### config.mk
export PLATFORM = sky130hd
export DESIGN_NAME = sha_stim
export DESIGN_NICKNAME = d
export VERILOG_FILES = /design/src/rtl/sha_stim_pkg.sv /design/src/rtl/sha_stim_bcast.sv /design/src/rtl/sha_stim.sv
export SDC_FILE = /design/constraint.sdc
export NUM_CORES = 1
export LEC_CHECK = 0
export ABC_AREA = 1
export BUFFER_PORTS_ARGS = -buffer_cell sky130_fd_sc_hd__buf_2
export CAP_MARGIN = 20
export CORE_UTILIZATION = 51
export CTS_BUF_LIST = sky130_fd_sc_hd__clkbuf_4
export CTS_CLUSTER_SIZE = 10
export DETAILED_ROUTE_END_ITERATION = 12
export GPL_TIMING_DRIVEN = 0
export PLACE_DENSITY = 0.87
export SLEW_MARGIN = 20
export SYNTH_ARGS = -nofsm -noshare
export SYNTH_HDL_FRONTEND = slang
export SYNTH_HIERARCHICAL = 1
export SYNTH_SLANG_ARGS = --single-unit
### constraint.sdc
create_clock -name clk -period 1.5 [get_ports clk]
set_input_delay 0.15 -clock clk [delete_from_list [all_inputs] [get_ports clk]]
set_output_delay 0.15 -clock clk [all_outputs]
set_load 0.01 [all_outputs]
### src/rtl/sha_stim_pkg.sv
// Shared types and constants for the SHA256 comparison stimulus stage.
// Holds the FSM state type, the "abc" message block words and the reference digest.
package sha_stim_pkg;

    typedef enum logic [1:0] {
        StIdle,
        StLoad,
        StStream,
        StDone
    } state_e;

    localparam int unsigned NWORDS = 16;
    localparam int unsigned IDX_W  = $clog2(NWORDS);

    localparam logic [31:0] W0    = 32'h61626380;
    localparam logic [31:0] WLAST = 32'h00000018;

    // SHA256("abc"); benches compare core digests against this
    localparam logic [255:0] EXP_DIGEST =
        256'hba7816bf8f01cfea414140de5dae2223b00361a396177a9cb410ff61f20015ad;

    // Single padded block: W0, then zero words, then the bit length
    function automatic logic [31:0] word_at(input logic [IDX_W-1:0] idx);
        logic [31:0] w;
        w = 32'h0;
        if (idx == IDX_W'(0)) begin
            w = W0;
        end else if (idx == IDX_W'(NWORDS - 1)) begin
            w = WLAST;
        end
        return w;
    endfunction

endpackage

### src/rtl/sha_stim_bcast.sv
// Dual-sink broadcast handshake: one pending flag (valid) per sink.
// o_advance fires on the edge where the last outstanding sink takes the current word.
module sha_stim_bcast (
    input  logic i_clk,
    input  logic i_rst_n,
    input  logic i_arm,
    input  logic i_clear,
    input  logic i_accept0,
    input  logic i_accept1,
    output logic o_valid0,
    output logic o_valid1,
    output logic o_advance
);

    logic r_valid0;
    logic r_valid1;

    assign o_valid0  = r_valid0;
    assign o_valid1  = r_valid1;
    assign o_advance = (r_valid0 | r_valid1)
                     & (~r_valid0 | i_accept0)
                     & (~r_valid1 | i_accept1);

    always_ff @(posedge i_clk) begin
        if (!i_rst_n || i_clear) begin
            r_valid0 <= 1'b0;
            r_valid1 <= 1'b0;
        end else if (i_arm) begin
            r_valid0 <= 1'b1;
            r_valid1 <= 1'b1;
        end else begin
            // Each sink sees a word exactly once
            if (r_valid0 && i_accept0) r_valid0 <= 1'b0;
            if (r_valid1 && i_accept1) r_valid1 <= 1'b0;
        end
    end

endmodule

### src/rtl/sha_stim.sv
// Stimulus stage for the SHA256 HLS-vs-VHDL checker: free-running cycle counter plus
// one "abc" block broadcast to both cores on each accepted trigger rise.
module sha_stim #(
    parameter int unsigned CNT_W   = 30,
    parameter int unsigned TIMEOUT = 1024
) (
    input  logic             clk,
    input  logic             rst_n,
    input  logic             triger_in,
    output logic [CNT_W-1:0] cnt_out,
    output logic [31:0]      msg_data,
    output logic             sha0_valid,
    input  logic             sha0_accept,
    output logic             sha1_valid,
    input  logic             sha1_accept,
    output logic             busy,
    output logic             done,
    output logic             err_timeout,
    output logic [15:0]      run_cnt
);
    import sha_stim_pkg::*;

    localparam int unsigned TMO_W = $clog2(TIMEOUT + 1);

    state_e           r_state;
    logic [CNT_W-1:0] r_cnt;
    logic             r_trig_d;
    logic [IDX_W-1:0] r_idx;
    logic [TMO_W-1:0] r_tmo;
    logic [31:0]      r_msg;
    logic             r_done;
    logic             r_err;
    logic [15:0]      r_run;

    logic w_rise;
    logic w_last;
    logic w_expire;
    logic w_arm;
    logic w_advance;
    logic w_valid0;
    logic w_valid1;

    assign w_rise   = triger_in & ~r_trig_d;
    assign w_last   = (r_idx == IDX_W'(NWORDS - 1));
    // Completing the block on the final cycle takes priority over the abort
    assign w_expire = (r_state == StStream) && (r_tmo == TMO_W'(TIMEOUT - 1))
                      && !(w_advance && w_last);
    // Both valids low inside STREAM means the previous word is fully taken
    assign w_arm    = (r_state == StLoad)
                      || ((r_state == StStream) && !w_valid0 && !w_valid1 && !w_expire);

    sha_stim_bcast u_bcast (
        .i_clk     (clk),
        .i_rst_n   (rst_n),
        .i_arm     (w_arm),
        .i_clear   (w_expire),
        .i_accept0 (sha0_accept),
        .i_accept1 (sha1_accept),
        .o_valid0  (w_valid0),
        .o_valid1  (w_valid1),
        .o_advance (w_advance)
    );

    always_ff @(posedge clk) begin
        if (!rst_n) begin
            r_cnt <= '0;
        end else begin
            r_cnt <= r_cnt + CNT_W'(1);
        end
    end

    always_ff @(posedge clk) begin
        if (!rst_n) begin
            r_state  <= StIdle;
            r_trig_d <= 1'b0;
            r_idx    <= '0;
            r_tmo    <= '0;
            r_msg    <= '0;
            r_done   <= 1'b0;
            r_err    <= 1'b0;
            r_run    <= '0;
        end else begin
            r_trig_d <= triger_in;
            r_done   <= 1'b0;
            unique case (r_state)
                StIdle: begin
                    if (w_rise) r_state <= StLoad;
                end
                StLoad: begin
                    r_idx   <= '0;
                    r_msg   <= W0;
                    r_tmo   <= '0;
                    r_state <= StStream;
                end
                StStream: begin
                    r_tmo <= r_tmo + TMO_W'(1);
                    if (w_advance && w_last) begin
                        r_done  <= 1'b1;
                        r_state <= StDone;
                    end else if (w_expire) begin
                        r_err   <= 1'b1;
                        r_state <= StIdle;
                    end else if (w_advance) begin
                        r_idx <= r_idx + IDX_W'(1);
                        r_msg <= word_at(r_idx + IDX_W'(1));
                    end
                end
                StDone: begin
                    r_run   <= r_run + 16'd1;
                    r_state <= StIdle;
                end
                default: r_state <= StIdle;
            endcase
        end
    end

    assign cnt_out     = r_cnt;
    assign msg_data    = r_msg;
    assign sha0_valid  = w_valid0;
    assign sha1_valid  = w_valid1;
    assign busy        = (r_state != StIdle);
    assign done        = r_done;
    assign err_timeout = r_err;
    assign run_cnt     = r_run;

endmodule
==> qor.yml, run 1 <==
status:
  run_status: "complete, but fails checks"
  violations: "setup timing"
drt:
  drt-total-wl_um: 9420
  drc_errors: 0
  via_count: 3941
  viasPerCell: 4.91
  drt_first_pass_iters: 5
  drt_iter0_drc: 210
  post_drt_wl_per_cell_um: 11.7
  ant_nets: 0
clock_network:
  cts_sinks: 70
  htreeDepth: 3
  clockBufferDepth: 2
  root_buffer: "clkbuf_4"
  cts_tree: "done"
  clk_pin_slew_ns: 0.12
  clkLatencyLatePin_ns: 0.43
  numCtsBuffers: 9
logic_synthesis:
  synth_most_common_cell: "nand2_1"
  yosysSeqAreaShare_pct: 36.8
  synth_common_cells: "nand2_1, nor2_1, inv_1"
  synth_area_sq_um: 3800
  synth_area_leaders: "dfxtp_1, nand2_1, nor2_1, inv_1, buf_4"
  ys_types: 29
  async_reset_ff_share_pct: 0
  ys_warn_count: 6
  syn_inst: 580
  avgSynthCellArea_sq_um: 6.56
  synth_seq_cells: 70
  synth_edf_count: 0
  synth_flop_cell: "dfxtp_1"
  synth_top_cell_area_share_pct: 36.8
  yosys.area.top_type: "dfxtp_1"
timing:
  max_slew_margin_pct: 61.8
  setup_viol: 6
  timing.fmax_ghz: 0.648
  tightest_slew_ns: 0.573
  finalMaxSlewViolations: 0
  worst_slack_ns: -0.0435
  period_share_pct: 103
  fin_setup_tns_ns: -0.148
  min_period_ns: 1.54
  rsz0062_at_grt: "true"
  hold_viol: 0
  hold_slack_ns: 0.0441
  worst_clock_skew_ns: 0.0136
placement:
  portBuffers: 68
  place_area_sq_um: 4350
  place_congestion: 0.933
  dp_hpwl_um: 6640
die:
  start_util_pct: 52.7
  io_pins: 88
  core_sq_um: 7210
  dieArea_sq_um: 7810
  die_h_um: 88.4
  die_w_um: 88.4
  fp-row-count: 31
critical_path:
  crit_type: "reg -> reg"
  slowest_delay_ns: 0.38
  crit_path_start_kind: "register"
  cp_max_fo: 6
  critPathRequiredTime_ns: 1.80
  arrival_ns: 1.84
  path_delay_family: "simple AND/OR/NAND/NOR gates"
  path_cells: "inv_2 -> nand2_2 -> nand2_2 -> nor2_4 -> buf_4 -> nor2_1 -> nor2_2 -> nand2_2 -> nor2_4 -> nand2_1 -> nand2_1 -> nor2_1"
  end_kind: "register"
  cp_common_cell: "nand2_2"
  crit_buf_inv: 2
  critPathSlowestCell: "dfxtp_2"
global_route:
  grt_max_degree: 13
  grt_pass1_wl_um: 14700
  grt_usage_pct: 24.3
  antenna_found_initial: 0
  overflow: 0
  grt_pass1_vias: 3427
flow_run:
  max_cap_viol_count: 0
power:
  total_power_uw: 5740
  vdd_ir_drop_max_mv: 1.04
  leakage_uw: 0.00224
  power_density_nw_per_um2: 1160
cells_and_area:
  final_nets: 712
  diodes: 0
  final_area_sq_um: 4970
  areaGrowthSynthToFinish_pct: 30.6
  drive_above_1_share_pct: 31.2
worst_hold_path:
  hp-class: "in -> reg"
[cell usage in the layout (no fill, tap or decap), drive strengths merged]
| cell | instances |
|---|---|
| o21bai | 1 |
| dfxtp | 70 |
| o21ai | 24 |
| dlygate4sd3 | 3 |
| o21a | 3 |
| a31o | 1 |
| a31oi | 1 |
| clkinv | 2 |
| nand3b | 5 |
| a21oi | 40 |
| or2 | 1 |
| conb | 19 |
| xor2 | 7 |
| ha | 9 |
| buf | 118 |
| nor2 | 116 |
| nand3 | 20 |
| clkbuf | 15 |
| bufinv | 3 |
| xnor2 | 3 |
| nor3 | 12 |
| nand2 | 148 |
| clkinvlp | 1 |
| nand4 | 7 |
| inv | 74 |
[layer usage]
metal	track usage, %	share of wire, %	vias up	wire length, um
met5	0	0	-	0
met4	11.1	1.9	0	176
met3	4.76	5.5	16	515
met2	42.8	51	125	4790
met1	28.6	42	1798	3940
li1	-	-	2002	-
[final timing paths]
kind	slack (ns)	cells past startpoint	endpoint	start
setup / recovery	-0.04	12	r_idx[1]	u_bcast/o_valid1
hold / removal	0.04	3	u_bcast/o_valid1	rst_n
setup reg to reg	-0.04	12	r_idx[1]	u_bcast/o_valid1
hold reg to reg	0.46	2	r_tmo[9]	r_tmo[9]
[power breakdown]
group | switching (uW) | total [uW] | internal [uW] | leakage (uW)
combinational | 1110 | 2020 | 912 | 0.00157
sequential | 147 | 2150 | 2000 | 0.000573
clock | 713 | 1570 | 860 | 0.0000942
[per-stage QoR]
stage,util (%),worst slack [ns],cells
after floorplan,-,0.00425,598
after global placement,60.3,-0.136,765
after detailed placement,60.3,-0.185,765
after CTS,64.7,-0.0227,788
after global routing,68.9,-0.148,802
final,68.9,-0.0435,802
[worst reg2reg max path: cells and delay by family, from the launching register on]
family	cells	cell delay, ns
simple gates	10	0.87
flops	1	0.38
buf+inv	2	0.15
[area by class of cell]
cell class	count	area, sq um
buffer	36	251
tap	99	124
clock buffer	10	75.1
sequential	70	1430
inverter	74	288
timing repair buffer	90	513
multi-input combinational	417	2180
clock inverter	6	110
fill	598	2250
[registers in the layout, indices dropped and copies added, names as in the netlist]
name              flops
u_bcast/o_valid0      1
u_bcast/o_valid1      1
run_cnt              16
r_trig_d              1
msg_data              2
r_state               2
err_timeout           1
cnt_out              30
done                  1
r_idx                 4
r_tmo                11
[logic make-up (layout without fill, tap and decap cells)]
group           Yosys count  after routing  share of synthesized area (%)
simple gates            309            309                           34.1
buf+inv                 111            216                           14.0
compound gates           70             70                           9.70
flops                    70             70                           36.8
xor+xnor                 10             10                           2.30
fa+ha+maj                 9              9                           2.96
other cells               1             19                         0.0986
[what timing repair did]
action                                  CTS  global route
endpoints found under the setup margin   25            43
endpoints found under the hold margin     3             1
hold buffers                              2             1
buffers inserted                          6            13
cloned                                    0             0
pin swaps                                 6            29
gates resized for setup                  26            69
(Power assumes the default switching activity.)
==> run 2, diff against run 1 <==
--- a/config.mk
+++ b/config.mk
@@ -8,12 +8,12 @@
 export ABC_AREA = 1
 export BUFFER_PORTS_ARGS = -buffer_cell sky130_fd_sc_hd__buf_2
 export CAP_MARGIN = 20
-export CORE_UTILIZATION = 51
+export CORE_UTILIZATION = 60
 export CTS_BUF_LIST = sky130_fd_sc_hd__clkbuf_4
 export CTS_CLUSTER_SIZE = 10
 export DETAILED_ROUTE_END_ITERATION = 12
 export GPL_TIMING_DRIVEN = 0
-export PLACE_DENSITY = 0.87
+export PLACE_DENSITY = 0.95
 export SLEW_MARGIN = 20
 export SYNTH_ARGS = -nofsm -noshare
 export SYNTH_HDL_FRONTEND = slang
==> constraint.sdc (replaced) <==
create_clock -name clk -period 1.8 [get_ports clk]
set_input_delay 0.18 -clock clk [delete_from_list [all_inputs] [get_ports clk]]
set_output_delay 0.18 -clock clk [all_outputs]
set_load 0.01 [all_outputs]
==> qor.yml, run 2 (synthesis results as in run 1) <==
drt:
  met3_length_um: 538
  drt_first_pass_iters: 5
  via_count: 3863
  viasPerCell: 5.10
  drc_errors: 0
  ant_nets: 0
  post_drt_wl_per_cell_um: 11.6
  drt-total-wl_um: 8790
  drt_iter0_drc: 147
  m1WireLength_um: 3720
  dr_wl_met2_um: 4310
  top_layer: "met4"
flow_run:
  max_cap_viol_count: 0
clock_network:
  clkLatencyLatePin_ns: 0.42
  clockBufferDepth: 2
  cts_tree: "done"
  clk_pin_slew_ns: 0.10
  root_buffer: "clkbuf_4"
  numCtsBuffers: 9
  cts_sinks: 70
  htreeDepth: 3
  post_cts_buffers: 0
timing:
  timing.fmax_ghz: 0.586
  tightest_slew_ns: 0.554
  hold_viol: 0
  worst_clock_skew_ns: 0.0118
  min_period_ns: 1.71
  period_share_pct: 94.8
  finalMaxSlewViolations: 0
  setup_viol: 0
  rsz0062_at_grt: "true"
  fin_setup_tns_ns: 0
  hold_slack_ns: 0.0372
  max_slew_margin_pct: 63.0
  worst_slack_ns: 0.0945
critical_path:
  critPathRequiredTime_ns: 2.11
  crit_path_start_kind: "register"
  slowest_delay_ns: 0.37
  path_cells: "inv_1 -> ha_4 -> inv_2 -> nor2_2 -> nand2_1 -> nor2_2 -> nand2_1 -> o21ai_0 -> a21oi_1"
  end_kind: "register"
  crit_type: "reg -> reg"
  cp_max_fo: 6
  critPathSlowestCell: "dfxtp_1"
  r2r_cells: 9
  arrival_ns: 2.01
die:
  start_util_pct: 63.1
  fp-row-count: 28
  core_sq_um: 6030
  die_w_um: 81.6
  io_pins: 88
  die_h_um: 81.6
  dieArea_sq_um: 6660
placement:
  dp_slack_ns: -0.0188
  dp_hpwl_um: 6760
  portBuffers: 68
  dp_cells: 741
  place_congestion: 0.911
cells_and_area:
  areaGrowthSynthToFinish_pct: 17.2
  largest_register_ffs: 30
  drive_above_1_share_pct: 20.6
  layoutNonFillerInstCount: 758
  layout_common_cells: "nand2_1, nor2_1, inv_1"
  final_nets: 692
  diodes: 0
  layout_commonest_cell: "nand2_1"
power:
  leakage_uw: 0.00201
  vdd_ir_drop_max_mv: 0.707
  power_density_nw_per_um2: 881
global_route:
  grt_max_degree: 13
  antenna_found_initial: 0
  grt_usage_pct: 27.4
  overflow: 0
  grt_pass1_wl_um: 14200
  grt_pass1_vias: 3460
worst_hold_path:
  hp-class: "in -> reg"
  hold_depth: 4
status:
  run_status: "finished clean"
==> run 2: layout make-up <==
type / instances / area [sq um]
Buffer: 37 / 256
Tap cell: 75 / 93.8
Inverter: 74 / 280
Clock buffer: 11 / 82.6
Clock inverter: 5 / 26.3
Sequential cell: 70 / 1400
Fill cell: 509 / 1570
Multi-Input combinational cell: 417 / 1970
Timing Repair Buffer: 69 / 350
==> run 2: what timing repair did <==
action                                  4_1_cts  5_1_grt
endpoints found under the setup margin        2       16
hold buffers                                  1        0
endpoints found under the hold margin         1        0
resized for setup                             1       10
==> run 2: power by group <==
| part | internal [uW] | switching, uW |
|---|---|---|
| clock | 304 | 545 |
| combinational | 551 | 772 |
| sequential | 1650 | 109 |
==> run 2: per-layer routing <==
metal	GRT usage (%)	up-vias
li1	-	1958
met1	31.1	1742
met2	48.5	141
met3	4.89	22
met4	14.6	0
met5	0	-
==> run 2: through the flow <==
step                power [uW]  instance area [sq um]  utilization (%)
floorplan                 2690                   3870                -
global placement          2960                   4310             71.4
detailed placement        3010                   4310             71.4
CTS                       3860                   4430             73.5
global route              4180                   4460             74.0
finish                    3930                   4460             74.0
==> run 2: worst max-delay path: cells and delay by family (launching register included) <==
| family | cells | cell delay, ns |
|---|---|---|
| flip-flops | 1 | 0.37 |
| buffers and inverters | 2 | 0.22 |
| adder cells (fa/ha/maj) | 1 | 0.34 |
| AND/OR/NAND/NOR | 4 | 0.48 |
| AO/OA/AOI/OAI | 2 | 0.21 |
==> run 2: worst paths after layout <==
kind | from | to | slack [ns]
worst max-delay path | r_state[1] | r_tmo[10] | 0.09
worst min-delay path | sha1_accept | u_bcast/o_valid1 | 0.04
worst max register to register | r_state[1] | r_tmo[10] | 0.09
worst min register to register | r_tmo[9] | r_tmo[9] | 0.45
